<file path="src/rtl/jtcps1_bank_sched_pkg.sv">
// Shared state encodings and bank indices for the CPS1 SDRAM bank scheduler.
package jtcps1_bank_sched_pkg;

  typedef enum logic [1:0] {
    ST_IDLE = 2'd0,
    ST_CMD  = 2'd1,
    ST_WAIT = 2'd2,
    ST_RFSH = 2'd3
  } sched_state_t;

  localparam logic [1:0] BA_RAM = 2'd0;  // main CPU RAM / VRAM
  localparam logic [1:0] BA_SND = 2'd1;  // sound / PCM
  localparam logic [1:0] BA_GFX = 2'd2;  // graphics
  localparam logic [1:0] BA_ROM = 2'd3;  // 68k ROM

  // Round-robin starts at last+1, so parking the pointer on bank 3 serves bank 0 first
  localparam logic [1:0] LAST_RST = BA_ROM;

  // Only bank 0 may write; write bits of the other banks never raise a request
  function automatic logic [3:0] bank_req(input logic [3:0] rd, input logic wr0);
    bank_req = rd | {3'b000, wr0};
  endfunction

endpackage

</file>
<file path="src/rtl/jtcps1_bank_sched_if.sv">
// Bank request bus (requesters -> scheduler) and SDRAM command port (scheduler -> controller).
interface jtcps1_bank_if #(
  parameter int AW = 22
);
  logic [4*AW-1:0] ba_addr;
  logic [3:0]      ba_rd;
  logic [3:0]      ba_wr;
  logic [15:0]     ba0_din;
  logic [1:0]      ba0_din_m;
  logic [3:0]      ba_ack;
  logic [3:0]      ba_rdy;

  modport master (
    output ba_addr, ba_rd, ba_wr, ba0_din, ba0_din_m,
    input  ba_ack, ba_rdy
  );

  modport slave (
    input  ba_addr, ba_rd, ba_wr, ba0_din, ba0_din_m,
    output ba_ack, ba_rdy
  );
endinterface

interface jtcps1_sdram_if #(
  parameter int AW = 22
);
  logic [AW-1:0] sdram_addr;
  logic [1:0]    sdram_ba;
  logic          sdram_rd;
  logic          sdram_wr;
  logic          sdram_rfsh;
  logic [15:0]   sdram_din;
  logic [1:0]    sdram_din_m;
  logic          ctrl_ack;
  logic          ctrl_rdy;

  modport master (
    output sdram_addr, sdram_ba, sdram_rd, sdram_wr, sdram_rfsh, sdram_din, sdram_din_m,
    input  ctrl_ack, ctrl_rdy
  );

  modport slave (
    input  sdram_addr, sdram_ba, sdram_rd, sdram_wr, sdram_rfsh, sdram_din, sdram_din_m,
    output ctrl_ack, ctrl_rdy
  );
endinterface

</file>
<file path="src/rtl/jtcps1_bank_sched_rr_pick.sv">
// Combinational 4-way round-robin picker: first requesting bank after 'last', wrapping.
module jtcps1_rr_pick (
  input  logic [3:0] req,
  input  logic [1:0] last,
  output logic [1:0] idx,
  output logic       valid
);

  // Scan from farthest to nearest so the nearest requester after 'last' wins
  always_comb begin
    idx   = '0;
    valid = 1'b0;
    for (int k = 4; k >= 1; k--) begin
      if (req[last + 2'(k)]) begin
        idx   = last + 2'(k);
        valid = 1'b1;
      end
    end
  end

endmodule

</file>
<file path="src/rtl/jtcps1_bank_sched.sv">
// CPS1 SDRAM bank scheduler: four request channels onto one command port, with idle-time refresh.
// Optional JTCPS1_BA0_PRIO_EN: bank 0 beats banks 1..3 and refresh; the rest stay round-robin.
module jtcps1_bank_sched
  import jtcps1_bank_sched_pkg::*;
#(
  parameter int AW          = 22,
  parameter int RFSH_PERIOD = 384
)(
  input  logic           clk,
  input  logic           rst,
  input  logic           refresh_en,
  jtcps1_bank_if.slave   bus,
  jtcps1_sdram_if.master sdram
);

  localparam int            CW       = (RFSH_PERIOD > 1) ? $clog2(RFSH_PERIOD) : 1;
  localparam logic [CW-1:0] CNT_LAST = CW'(RFSH_PERIOD - 1);

  sched_state_t  state, state_nxt;
  logic [1:0]    last, gnt;
  logic [CW-1:0] rfsh_cnt;
  logic          rfsh_pend, rfsh_wrap;
  logic [3:0]    req, req_pick;
  logic [1:0]    rr_idx, pick_idx;
  logic          rr_vld, pick_vld, pick_we;
  logic          cmd_rd, cmd_wr, cmd_rfsh;
  logic          rd_nxt, wr_nxt, rfsh_nxt, txn_done;
  logic [3:0]    ack_q, rdy_q, ack_nxt, rdy_nxt;
  logic [AW-1:0] addr_q, addr_sel;
  logic [15:0]   din_q;
  logic [1:0]    din_m_q;
  logic          unused_ok;

  assign unused_ok = &{1'b0, bus.ba_wr[3:1]};
  assign req       = bank_req(bus.ba_rd, bus.ba_wr[0]);

`ifdef JTCPS1_BA0_PRIO_EN
  assign req_pick = {req[3:1], 1'b0};
  assign pick_idx = req[BA_RAM] ? BA_RAM : rr_idx;
  assign pick_vld = req[BA_RAM] | rr_vld;
`else
  assign req_pick = req;
  assign pick_idx = rr_idx;
  assign pick_vld = rr_vld;
`endif

  jtcps1_rr_pick u_pick (
    .req   (req_pick),
    .last  (last),
    .idx   (rr_idx),
    .valid (rr_vld)
  );

  // Read wins over write when bank 0 raises both
  assign pick_we = (pick_idx == BA_RAM) & bus.ba_wr[0] & ~bus.ba_rd[0];

  always_comb begin
    addr_sel = '0;
    for (int n = 0; n < 4; n++) begin
      if (pick_idx == 2'(n)) addr_sel = bus.ba_addr[n*AW +: AW];
    end
  end

  // State and control-output registers
  always_ff @(posedge clk) begin
    if (rst) begin
      state    <= ST_IDLE;
      last     <= LAST_RST;
      cmd_rd   <= 1'b0;
      cmd_wr   <= 1'b0;
      cmd_rfsh <= 1'b0;
      ack_q    <= '0;
      rdy_q    <= '0;
    end else begin
      state    <= state_nxt;
      cmd_rd   <= rd_nxt;
      cmd_wr   <= wr_nxt;
      cmd_rfsh <= rfsh_nxt;
      ack_q    <= ack_nxt;
      rdy_q    <= rdy_nxt;
      if (txn_done) last <= gnt;
    end
  end

  always_comb begin
    state_nxt = state;
    case (state)
      ST_IDLE: begin
        if (pick_vld)       state_nxt = ST_CMD;
        else if (rfsh_pend) state_nxt = ST_RFSH;
      end
      ST_CMD: begin
        if (sdram.ctrl_ack) state_nxt = sdram.ctrl_rdy ? ST_IDLE : ST_WAIT;
      end
      ST_WAIT: begin
        if (sdram.ctrl_rdy) state_nxt = ST_IDLE;
      end
      ST_RFSH: begin
        if (sdram.ctrl_ack) state_nxt = ST_IDLE;
      end
      default: state_nxt = ST_IDLE;
    endcase
  end

  always_comb begin
    rd_nxt   = cmd_rd;
    wr_nxt   = cmd_wr;
    rfsh_nxt = cmd_rfsh;
    ack_nxt  = '0;
    rdy_nxt  = '0;
    txn_done = 1'b0;
    case (state)
      ST_IDLE: begin
        if (pick_vld) begin
          rd_nxt = ~pick_we;
          wr_nxt = pick_we;
        end else if (rfsh_pend) begin
          rfsh_nxt = 1'b1;
        end
      end
      ST_CMD: begin
        if (sdram.ctrl_ack) begin
          rd_nxt       = 1'b0;
          wr_nxt       = 1'b0;
          ack_nxt[gnt] = 1'b1;
          if (sdram.ctrl_rdy) begin
            rdy_nxt[gnt] = 1'b1;
            txn_done     = 1'b1;
          end
        end
      end
      ST_WAIT: begin
        if (sdram.ctrl_rdy) begin
          rdy_nxt[gnt] = 1'b1;
          txn_done     = 1'b1;
        end
      end
      ST_RFSH: begin
        if (sdram.ctrl_ack) rfsh_nxt = 1'b0;
      end
      default: ;
    endcase
  end

  // Request latch: captured on the grant decision, stable for the whole transaction
  always_ff @(posedge clk) begin
    if (rst) begin
      gnt     <= '0;
      addr_q  <= '0;
      din_q   <= '0;
      din_m_q <= '0;
    end else if (state == ST_IDLE && pick_vld) begin
      gnt     <= pick_idx;
      addr_q  <= addr_sel;
      din_q   <= bus.ba0_din;
      din_m_q <= bus.ba0_din_m;
    end
  end

  // Refresh timer: a wrap landing on the same edge as the refresh ack keeps pending set
  assign rfsh_wrap = refresh_en && (rfsh_cnt == CNT_LAST);

  always_ff @(posedge clk) begin
    if (rst) begin
      rfsh_cnt  <= '0;
      rfsh_pend <= 1'b0;
    end else begin
      if (!refresh_en || rfsh_wrap) rfsh_cnt <= '0;
      else                          rfsh_cnt <= rfsh_cnt + 1'b1;
      if (rfsh_wrap)                                rfsh_pend <= 1'b1;
      else if (state == ST_RFSH && sdram.ctrl_ack)  rfsh_pend <= 1'b0;
    end
  end

  assign sdram.sdram_addr  = addr_q;
  assign sdram.sdram_ba    = gnt;
  assign sdram.sdram_rd    = cmd_rd;
  assign sdram.sdram_wr    = cmd_wr;
  assign sdram.sdram_rfsh  = cmd_rfsh;
  assign sdram.sdram_din   = din_q;
  assign sdram.sdram_din_m = din_m_q;
  assign bus.ba_ack        = ack_q;
  assign bus.ba_rdy        = rdy_q;

endmodule

</file>
<file path="src/flat_wrapper.sv">
// flat-port wrapper written by rule: the top's interface ports become plain ports
module jtcps1_bank_sched_flat import jtcps1_bank_sched_pkg::*;
#(
  parameter int AW          = 22,
  parameter int RFSH_PERIOD = 384
)
  (clk, rst, refresh_en, bus_ba_addr, bus_ba_rd, bus_ba_wr, bus_ba0_din, bus_ba0_din_m, bus_ba_ack, bus_ba_rdy, sdram_sdram_addr, sdram_sdram_ba, sdram_sdram_rd, sdram_sdram_wr, sdram_sdram_rfsh, sdram_sdram_din, sdram_sdram_din_m, sdram_ctrl_ack, sdram_ctrl_rdy);
  jtcps1_bank_if #(.AW(AW)) bus_i ();
  jtcps1_sdram_if #(.AW(AW)) sdram_i ();
  input  logic clk;
  input  logic rst;
  input  logic refresh_en;
  input wire logic [$bits(bus_i.ba_addr)-1:0] bus_ba_addr;
  input wire logic [$bits(bus_i.ba_rd)-1:0] bus_ba_rd;
  input wire logic [$bits(bus_i.ba_wr)-1:0] bus_ba_wr;
  input wire logic [$bits(bus_i.ba0_din)-1:0] bus_ba0_din;
  input wire logic [$bits(bus_i.ba0_din_m)-1:0] bus_ba0_din_m;
  output wire logic [$bits(bus_i.ba_ack)-1:0] bus_ba_ack;
  output wire logic [$bits(bus_i.ba_rdy)-1:0] bus_ba_rdy;
  output wire logic [$bits(sdram_i.sdram_addr)-1:0] sdram_sdram_addr;
  output wire logic [$bits(sdram_i.sdram_ba)-1:0] sdram_sdram_ba;
  output wire logic [$bits(sdram_i.sdram_rd)-1:0] sdram_sdram_rd;
  output wire logic [$bits(sdram_i.sdram_wr)-1:0] sdram_sdram_wr;
  output wire logic [$bits(sdram_i.sdram_rfsh)-1:0] sdram_sdram_rfsh;
  output wire logic [$bits(sdram_i.sdram_din)-1:0] sdram_sdram_din;
  output wire logic [$bits(sdram_i.sdram_din_m)-1:0] sdram_sdram_din_m;
  input wire logic [$bits(sdram_i.ctrl_ack)-1:0] sdram_ctrl_ack;
  input wire logic [$bits(sdram_i.ctrl_rdy)-1:0] sdram_ctrl_rdy;
  assign bus_i.ba_addr = bus_ba_addr;
  assign bus_i.ba_rd = bus_ba_rd;
  assign bus_i.ba_wr = bus_ba_wr;
  assign bus_i.ba0_din = bus_ba0_din;
  assign bus_i.ba0_din_m = bus_ba0_din_m;
  assign bus_ba_ack = bus_i.ba_ack;
  assign bus_ba_rdy = bus_i.ba_rdy;
  assign sdram_sdram_addr = sdram_i.sdram_addr;
  assign sdram_sdram_ba = sdram_i.sdram_ba;
  assign sdram_sdram_rd = sdram_i.sdram_rd;
  assign sdram_sdram_wr = sdram_i.sdram_wr;
  assign sdram_sdram_rfsh = sdram_i.sdram_rfsh;
  assign sdram_sdram_din = sdram_i.sdram_din;
  assign sdram_sdram_din_m = sdram_i.sdram_din_m;
  assign sdram_i.ctrl_ack = sdram_ctrl_ack;
  assign sdram_i.ctrl_rdy = sdram_ctrl_rdy;
  jtcps1_bank_sched #(.AW(AW), .RFSH_PERIOD(RFSH_PERIOD)) u_core (.clk(clk), .rst(rst), .refresh_en(refresh_en), .bus(bus_i), .sdram(sdram_i));
endmodule
</file>
<file path="config.mk">
export PLATFORM = sky130hd
export DESIGN_NAME = jtcps1_bank_sched_flat
export DESIGN_NICKNAME = d
export VERILOG_FILES = /design/src/rtl/jtcps1_bank_sched_pkg.sv /design/src/rtl/jtcps1_bank_sched_if.sv /design/src/rtl/jtcps1_bank_sched_rr_pick.sv /design/src/rtl/jtcps1_bank_sched.sv /design/src/flat_wrapper.sv
export SDC_FILE = /design/constraint.sdc
export NUM_CORES = 1
export LEC_CHECK = 0
export BUFFER_PORTS_ARGS = -buffer_cell sky130_fd_sc_hd__buf_2
export CORE_ASPECT_RATIO = 1.2
export CORE_MARGIN = 5
export CORE_UTILIZATION = 49
export CTS_CLUSTER_SIZE = 40
export DETAILED_ROUTE_END_ITERATION = 7
export GPL_TIMING_DRIVEN = 1
export PLACE_DENSITY = 0.94
export SETUP_SLACK_MARGIN = 0.05
export SYNTH_ARGS = -nofsm -noshare
export SYNTH_HDL_FRONTEND = slang
export SYNTH_SLANG_ARGS = --single-unit
export TNS_END_PERCENT = 1
</file>
<file path="constraint.sdc">
create_clock -name clk -period 3.8 [get_ports clk]
set_input_delay 0.19 -clock clk [delete_from_list [all_inputs] [get_ports clk]]
set_output_delay 0.19 -clock clk [all_outputs]
set_load 0.02 [all_outputs]
</file>
==> results of run 1 <==
-- worst max path at each step --
stage	slack (ps)	endpoint
3_3_place_gp	1490	u_core.sdram.sdram_addr[20]
6_report	1350	u_core.sdram.sdram_addr[20]
4_1_cts	1370	u_core.sdram.sdram_addr[20]
2_1_floorplan	2050	u_core.sdram.sdram_addr[11]
5_1_grt	1200	u_core.sdram.sdram_addr[20]
3_5_place_dp	1390	u_core.sdram.sdram_addr[20]
-- cell families (layout without fill, tap and decap cells) --
group | after synthesis | count (layout) | synth area share, %
fa+ha+maj | 6 | 6 | 2.22
flops | 67 | 67 | 39.6
xor+xnor | 6 | 6 | 1.55
compound gates | 108 | 108 | 19.9
buf+inv | 61 | 221 | 7.35
mux | 24 | 24 | 7.09
simple gates | 173 | 173 | 22.2
-- layer usage --
| metal | GRT usage, % | up-vias | share of wire, % |
|---|---|---|---|
| met5 | 0 | - | 0 |
| met1 | 25.5 | 1687 | 38 |
| met2 | 40.9 | 173 | 50 |
| met4 | 11.4 | 0 | 2.9 |
| met3 | 5.23 | 28 | 8.4 |
| li1 | - | 1843 | - |
-- power groups by stage --
| stage | Sequential, mW | Combinational [mW] | Clock [mW] |
|---|---|---|---|
| 3_3_place_gp | 0.892 | 0.751 | 0 |
| 3_5_place_dp | 0.899 | 0.776 | 0 |
| 2_1_floorplan | 1.02 | 0.380 | 0 |
| 6_report | 0.885 | 0.782 | 0.661 |
| 5_1_grt | 0.898 | 0.853 | 0.699 |
| 4_1_cts | 0.885 | 0.781 | 0.679 |
-- metrics by stage --
step,instances,utilization (%),cell area [um^2],worst slack [ps],hold WS [ps]
detailed placement,676,63.1,4270,1390,437
global route,692,66.4,4500,1200,73.5
finish,692,66.4,4500,1350,75.0
floorplan,445,-,3390,2050,326
global placement,676,63.1,4270,1490,431
CTS,692,66.4,4500,1370,64.4
-- tightest hold or removal path, cell delays in order --
cell,delay (ps)
sky130_fd_sc_hd__buf_2,90
sky130_fd_sc_hd__nand2_1,40
sky130_fd_sc_hd__a21oi_1,50
-- area by class of cell --
cell class              instances  area, um^2  area share, %
repair buffers                175         893           19.9
clock inverters                 7         100           2.23
multi-input cells             317        1820           40.4
flip-flops and latches         67        1340           29.8
inverters                      30         113           2.50
well taps                      87         109           2.42
clock buffers                   9         124           2.75
-- state kept, by name, indices dropped and copies added, names as in the netlist --
signal,count
u_core.sdram.sdram_wr,1
u_core.state,2
u_core.bus.ba_ack,4
u_core.rfsh_cnt,9
u_core.last,2
u_core.bus.ba_rdy,4
u_core.sdram.sdram_din,16
u_core.rfsh_pend,1
u_core.sdram.sdram_ba,2
u_core.sdram.sdram_din_m,2
u_core.sdram.sdram_rd,1
u_core.sdram.sdram_rfsh,1
u_core.sdram.sdram_addr,22
-- cells in the mapped netlist (2+ instances only) --
master / n / area share (%)
sky130_fd_sc_hd__nor2b_1: 2 / 0.37
sky130_fd_sc_hd__buf_2: 4 / 0.59
sky130_fd_sc_hd__ha_1: 6 / 2.2
sky130_fd_sc_hd__or2_2: 4 / 0.74
sky130_fd_sc_hd__a21oi_1: 22 / 3.3
sky130_fd_sc_hd__nor2_1: 28 / 3.1
sky130_fd_sc_hd__and3_1: 3 / 0.55
sky130_fd_sc_hd__dfxtp_1: 67 / 40
sky130_fd_sc_hd__clkbuf_1: 24 / 2.7
sky130_fd_sc_hd__or3_1: 3 / 0.55
sky130_fd_sc_hd__nand2b_1: 2 / 0.37
sky130_fd_sc_hd__o211ai_1: 22 / 4.9
sky130_fd_sc_hd__nor3_1: 28 / 4.1
sky130_fd_sc_hd__mux2i_1: 24 / 7.1
sky130_fd_sc_hd__a31oi_1: 24 / 4.4
sky130_fd_sc_hd__nand3_1: 5 / 0.74
sky130_fd_sc_hd__xnor2_1: 2 / 0.52
sky130_fd_sc_hd__nand2_1: 91 / 10
sky130_fd_sc_hd__o22ai_1: 2 / 0.37
sky130_fd_sc_hd__o21ai_0: 24 / 3.5
sky130_fd_sc_hd__buf_6: 2 / 0.66
sky130_fd_sc_hd__xor2_1: 4 / 1.0
sky130_fd_sc_hd__a211o_1: 2 / 0.52
sky130_fd_sc_hd__inv_1: 30 / 3.3
sky130_fd_sc_hd__a22oi_1: 3 / 0.66
==> flow_summary_export.csv, run 1 <==
group,metric,value,unit
yosys,postSynth.asyncResetShare,0,%
cells_and_area,mostFrequentLayoutCell,"sky130_fd_sc_hd__buf_2",
cells_and_area,highest_count_cells_in_the_layout_ignoring_fill_and_taps,"sky130_fd_sc_hd__buf_2 (168), sky130_fd_sc_hd__nand2_1 (91), sky130_fd_sc_hd__dfxtp_1 (67)",
yosys,synth_seq_cells,67,
power,power.total,2.33,mW
timing,worstMarginPinSlew,971,ps
yosys,synth.cell_area,3390,um^2
worst_setup_path,critical-path-top-delay-family,"simple AND/OR/NAND/NOR gates",
grt,antenna_violations_before_repair,0,
power,switchingPower,0.845,mW
yosys,synth-seq-area-share,39.6,%
clock_network,post-cts-setup-buffer-count,0,
worst_setup_path,worst_ep_required_time,3990,ps
hold_path,holdCritStartpoint,"bus_ba0_din[15]",
worst_setup_path,critPathKind,"flip-flop to flip-flop",
cells_and_area,layout-area-overhead-vs-synth,32.8,%
hold_path,whs_path_depth,3,
yosys,synth_enable_flop_cells,0,
grt,overflow,0,
timing,max-slew-margin-rel,35.2,%
cells_and_area,final_layout_size_suffix_gt1_share,33.7,%
timing,fmax,409,MHz
yosys,syn_area_per_cell,7.61,um^2
floorplan,die_width,85.9,um
timing,finalHoldViolations,0,
worst_setup_path,endpoint_kind,"flip-flop",
cells_and_area,nets,725,
worst_setup_path,cp_slowest_cell,"sky130_fd_sc_hd__or2_2",
grt,number_of_global_route_vias_before_repair,3680,
floorplan,floorplan.initialDensity,50.0,%
route,final_antenna_net_count,0,
worst_setup_path,regToRegSetupSlack,1350,ps
clock_network,clock-sinks,67,
worst_setup_path,path_buf_inv,1,
power,power_density,517,nW/um^2
placed_design,buffer_ports.inserted,168,
worst_setup_path,worst-path-stages,6,
timing,setup_total_negative_slack,0,ps
yosys,ys_types,42,
yosys,leading_register_cell_type_out_of_synthesis,"sky130_fd_sc_hd__dfxtp_1",
grt,globalRouteTotalUtil,23.0,%
yosys,synth-warning-count,0,
power,share_clk_of_total_power,28.4,%
timing,post-route-period-util,64.4,%
power,p_seq_share,38.0,%
clock_network,post_cts_resized,0,
clock_network,hold_buffers,0,
grt,grt_pass1_wl,16200,um
worst_setup_path,crit_chain,"mux2i_1, or2_2, and3_1, buf_4, mux2i_1, o211ai_1",
status,status,"completed",
clock_network,clk_pin_slew_worst_paths,80,ps
timing,finalWorstPathRequiredPeriod,2450,ps
floorplan,core.rowCount,33,
floorplan,floorplan.die_area,8680,um^2
worst_setup_path,startpoint,"u_core.last[1]",
power,proportion_of_total_power_due_to_net_switching,36.3,%
worst_setup_path,worst_reg2reg_path_endpoint,"u_core.sdram.sdram_addr[20]",
clock_network,clk_latency,340,ps
worst_setup_path,worstPathArrival,2640,ps
route,finalWirelength,10100,um
power,power.combinational.fraction,33.6,%
worst_setup_path,rr_startpoint,"u_core.last[1]",
grt,grt_start_max_net_pins,46,
route,drt_iter0_markers,243,
timing,clock_skew,5.98,ps
worst_setup_path,timing.critical_path.from_type,"flip-flop",
cells_and_area,number_of_diodes,0,
worst_setup_path,r2r.worst_path.cells,6,
cells_and_area,num-fill-cells,573,
clock_network,clock_tree.buffer_depth,2,
route,detailroute.via_count,3731,
floorplan,chipHeight,101,um
placed_design,globalplace.congestion,0.770,
yosys,post_synth_inst_count,445,
power,internal-power,1.48,mW
flow_run,drv.max_cap_violation_count,0,
timing,rsz_0062_raised_after_global_routing,"no",
route,first_pass_detailed_route_iteration_total,6,
route,remaining_drc_errors,0,
power,irDropWorstVdd,0.242,mV
route,avgRoutedWirePerCell,14.6,um
floorplan,pin_count,172,
clock_network,numCtsBuffers,9,
hold_path,hold_path.class,"input pin to flip-flop",
timing,final-max-slew-violation-count,0,
clock_network,h-tree-depth,3,
worst_setup_path,crit_path_max_incr_delay,460,ps
hold_path,worstHoldEndpoint,"u_core.sdram.sdram_din[15]",
power,p_leak,2.30,nW
floorplan,floorplan.core_area,6770,um^2
clock_network,cts_tree,"yes",
timing,finalSetupViolations,0,
placed_design,placed_wire_length_estimate_after_detailed_placement,7320,um
yosys,syn-num-nets,570,
worst_setup_path,timing.critical_path.fanout_max,24,
route,detail_route.vias_per_cell,5.39,
clock_network,clock-root-buffer,"sky130_fd_sc_hd__clkbuf_8",
worst_setup_path,critical_path.most_common_cell,"sky130_fd_sc_hd__mux2i_1",
No activity file was read; power rests on OpenSTA's default activity.
==> run 2: changes to the inputs <==
ABC_AREA = 1   (was default)
CORE_UTILIZATION = 42   (was 49)
PLACE_DENSITY = 0.85   (was 0.94)
clock period = 2.1 ns   (was 3.8 ns; I/O delays follow)
==> run 2 against run 1 <==
Compared with the run above: fmax rose by 27%; largest power group is now combinational cells; sequential share of layout area fell by 2.1 points; global-route usage fell by 2.7 points; via count rose by 8.4%; clock skew rose by 1.1 ps; first-iteration DRC count rose by 15%; clock power rose by 66%; wire length rose by 11%; cell count rose by 17%; die area rose by 22%; highest routed layer unchanged; non-clock buffer count rose by 13; total power rose to 3.0 times the previous value.
==> flow_summary_export.csv, run 2 <==
group,metric,value,unit
status,status,"completed",
worst_setup_path,cp_slowest_cell,"sky130_fd_sc_hd__dfxtp_2",
timing,post-route-period-util,92.0,%
clock_network,clock-sinks,67,
yosys,synth_seq_cells,67,
power,proportion_of_total_power_due_to_net_switching,45.4,%
worst_setup_path,endpoint_kind,"flip-flop",
yosys,synth.most_common_cell,"sky130_fd_sc_hd__nand2_1",
worst_setup_path,timing.critical_path.fanout_max,15,
floorplan,floorplan.die_area,10600,um^2
yosys,synth-seq-area-share,37.1,%
cells_and_area,num-fill-cells,799,
power,irDropWorstVdd,0.672,mV
placed_design,dpl_cell_area,4500,um^2
floorplan,pin_count,172,
grt,grt_pass1_wl,17200,um
cells_and_area,number_of_diodes,0,
power,p_seq_share,27.0,%
placed_design,placement.setup.worst_slack,87.9,ps
timing,setup_total_negative_slack,0,ps
clock_network,clock_tree.buffer_depth,2,
grt,number_of_global_route_vias_before_repair,3824,
timing,clock_skew,7.08,ps
timing,rsz_0062_raised_after_global_routing,"yes",
cells_and_area,nets,812,
floorplan,die_width,94.6,um
clock_network,cts_tree,"yes",
yosys,postSynth.asyncResetShare,0,%
grt,antenna_violations_before_repair,0,
yosys,syn-num-nets,642,
worst_setup_path,r2r.worst_path.cells,14,
worst_setup_path,critical_path.most_common_cell,"sky130_fd_sc_hd__nand2_4",
worst_setup_path,critical-path-top-delay-family,"simple AND/OR/NAND/NOR gates",
clock_network,clock-root-buffer,"sky130_fd_sc_hd__clkbuf_8",
power,share_clk_of_total_power,15.6,%
timing,finalSetupViolations,0,
cells_and_area,mostFrequentLayoutCell,"sky130_fd_sc_hd__buf_2",
cells_and_area,flip_flop_count_of_the_largest_register_all_copies_and_words_added,22,
worst_setup_path,startpoint,"u_core.last[0]",
worst_setup_path,critPathKind,"flip-flop to flip-flop",
timing,hold_ws,12.1,ps
clock_network,h-tree-depth,3,
yosys,ys_types,33,
yosys,leading_register_cell_type_out_of_synthesis,"sky130_fd_sc_hd__dfxtp_1",
worst_setup_path,path_buf_inv,3,
timing,fmax,518,MHz
cells_and_area,fin_area,4850,um^2
power,power.combinational.fraction,57.4,%
worst_setup_path,worst-path-stages,14,
yosys,synth.largest_area_cell,"sky130_fd_sc_hd__dfxtp_1",
grt,grt_start_max_net_pins,53,
clock_network,clk_latency,340,ps
placed_design,placed_wire_length_estimate_after_detailed_placement,8170,um
yosys,synth_enable_flop_cells,0,
yosys,synth.cell_area,3610,um^2
cells_and_area,final_layout_size_suffix_gt1_share,33.8,%
power,p_leak,2.49,nW
power,power.total,7.08,mW
yosys,synth-warning-count,0,
floorplan,floorplan.core_area,8470,um^2
yosys,syn_area_per_cell,6.98,um^2
route,first_pass_detailed_route_iteration_total,5,
worst_setup_path,rr_startpoint,"u_core.last[0]",
timing,max-slew-margin-rel,79.9,%
placed_design,globalplace.congestion,0.888,
timing,worstMarginPinSlew,301,ps
floorplan,chipHeight,112,um
floorplan,floorplan.initialDensity,42.6,%
hold_path,hold_path.class,"input pin to flip-flop",
clock_network,clk_pin_slew_worst_paths,70,ps
yosys,synth_commonest_cells,"sky130_fd_sc_hd__nand2_1 (93), sky130_fd_sc_hd__nand3_1 (79), sky130_fd_sc_hd__dfxtp_1 (67)",
timing,finalHoldViolations,0,
flow_run,drv.max_cap_violation_count,0,
grt,globalRouteTotalUtil,20.3,%
timing,final-max-slew-violation-count,0,
yosys,synthTopCellsByArea,"sky130_fd_sc_hd__dfxtp_1 (37%), sky130_fd_sc_hd__nand3_1 (11%), sky130_fd_sc_hd__nand2_1 (9.7%)",
yosys,post-synth-top-area-fraction,37.1,%
timing,finalWorstPathRequiredPeriod,1930,ps
power,switchingPower,3.21,mW
route,final_antenna_net_count,0,
worst_setup_path,worst_reg2reg_path_endpoint,"u_core.sdram.sdram_addr[11]",
floorplan,core.rowCount,37,
route,remaining_drc_errors,0,
route,avgRoutedWirePerCell,13.8,um
worst_setup_path,worstPathArrival,2160,ps
worst_setup_path,timing.critical_path.from_type,"flip-flop",
power,power_density,1460,nW/um^2
worst_setup_path,regToRegSetupSlack,170,ps
route,detail_route.vias_per_cell,5.00,
cells_and_area,layout-area-overhead-vs-synth,34.4,%
route,detailroute.via_count,4043,
grt,overflow,0,
route,finalWirelength,11200,um
cells_and_area,highest_count_cells_in_the_layout_ignoring_fill_and_taps,"sky130_fd_sc_hd__buf_2 (168), sky130_fd_sc_hd__nand2_1 (92), sky130_fd_sc_hd__nand3_1 (79)",
worst_setup_path,crit_path_max_incr_delay,330,ps
power,internal-power,3.86,mW
worst_setup_path,crit_chain,"buf_4, o21ai_2, nand2_2, nand2_2, inv_2, nand2_4, nand2_4, nand2_4, nand2_8, buf_12, o21ai_0, nand3_1, nand2_1, a21oi_1",
placed_design,buffer_ports.inserted,168,
worst_setup_path,worst_setup_path_endpoint,"u_core.sdram.sdram_addr[11]",
yosys,post_synth_inst_count,517,
route,drt_iter0_markers,279,
clock_network,numCtsBuffers,9,
timing,final.setup.worst_slack,168,ps
worst_setup_path,worst_ep_required_time,2320,ps
-- run 2: worst min-delay path by stage --
stage                startpoint                     endpoint  cells past startpoint
6_report         bus_ba0_din[4]    u_core.sdram.sdram_din[4]                      3
3_3_place_gp     bus_ba0_din[6]    u_core.sdram.sdram_din[6]                      3
5_1_grt        bus_ba0_din_m[0]  u_core.sdram.sdram_din_m[0]                      3
3_5_place_dp     bus_ba0_din[5]    u_core.sdram.sdram_din[5]                      3
2_1_floorplan   bus_ba0_din[11]   u_core.sdram.sdram_din[11]                      2
4_1_cts          bus_ba0_din[4]    u_core.sdram.sdram_din[4]                      3
-- run 2: logic make-up after synthesis --
logic type	Yosys count	share of synthesized area, %
xor+xnor	1	0.243
simple gates	265	34.5
compound gates	101	15.1
fa+ha+maj	6	2.08
flops	67	37.1
buf+inv	77	10.9
-- run 2: routing by layer --
layer	vias to the layer above	GRT usage, %	part of all wire, %
met4	0	9.43	2.9
met3	31	5.88	9.2
met1	1793	23.1	39
met2	190	34.5	49
met5	-	0	0
li1	2029	-	-
-- run 2: cell type report --
type,instances,area [um^2],share of cell area [%]
clock buffers,15,176,3.63
well taps,117,146,3.02
repair buffers,188,1090,22.4
flip-flops and latches,67,1340,27.7
multi-input cells,373,1880,38.8
clock inverters,1,30.0,0.619
inverters,48,185,3.81
-- run 2: timing repair --
action	4_1_cts	5_1_grt
setup buffers	0	6
pin swaps	0	2
gates resized for setup	1	6
endpoints found under the hold margin	2	0
hold buffers	2	0
cloned	0	2
endpoints found under the setup margin	2	20
-- run 2: metrics by stage --
step	utilization, %	instances
floorplan	-	517
global placement	53.2	783
detailed placement	53.2	783
CTS	55.9	801
global route	57.3	809
finish	57.3	809
-- run 2: power groups by stage --
stage          clock network [mW]  registers [mW]  logic [mW]
6_report                     1.10            1.91        4.06
5_1_grt                      1.21            1.97        4.47
4_1_cts                      1.14            1.91        3.76
3_5_place_dp                    0            1.93        3.73
3_3_place_gp                    0            1.91        3.63
2_1_floorplan                   0            2.39        2.33
-- run 2: tightest hold or removal path, stage by stage --
cell and delay, ps:
sky130_fd_sc_hd__buf_2 70, sky130_fd_sc_hd__o21ai_0 70, sky130_fd_sc_hd__nor2_1 70
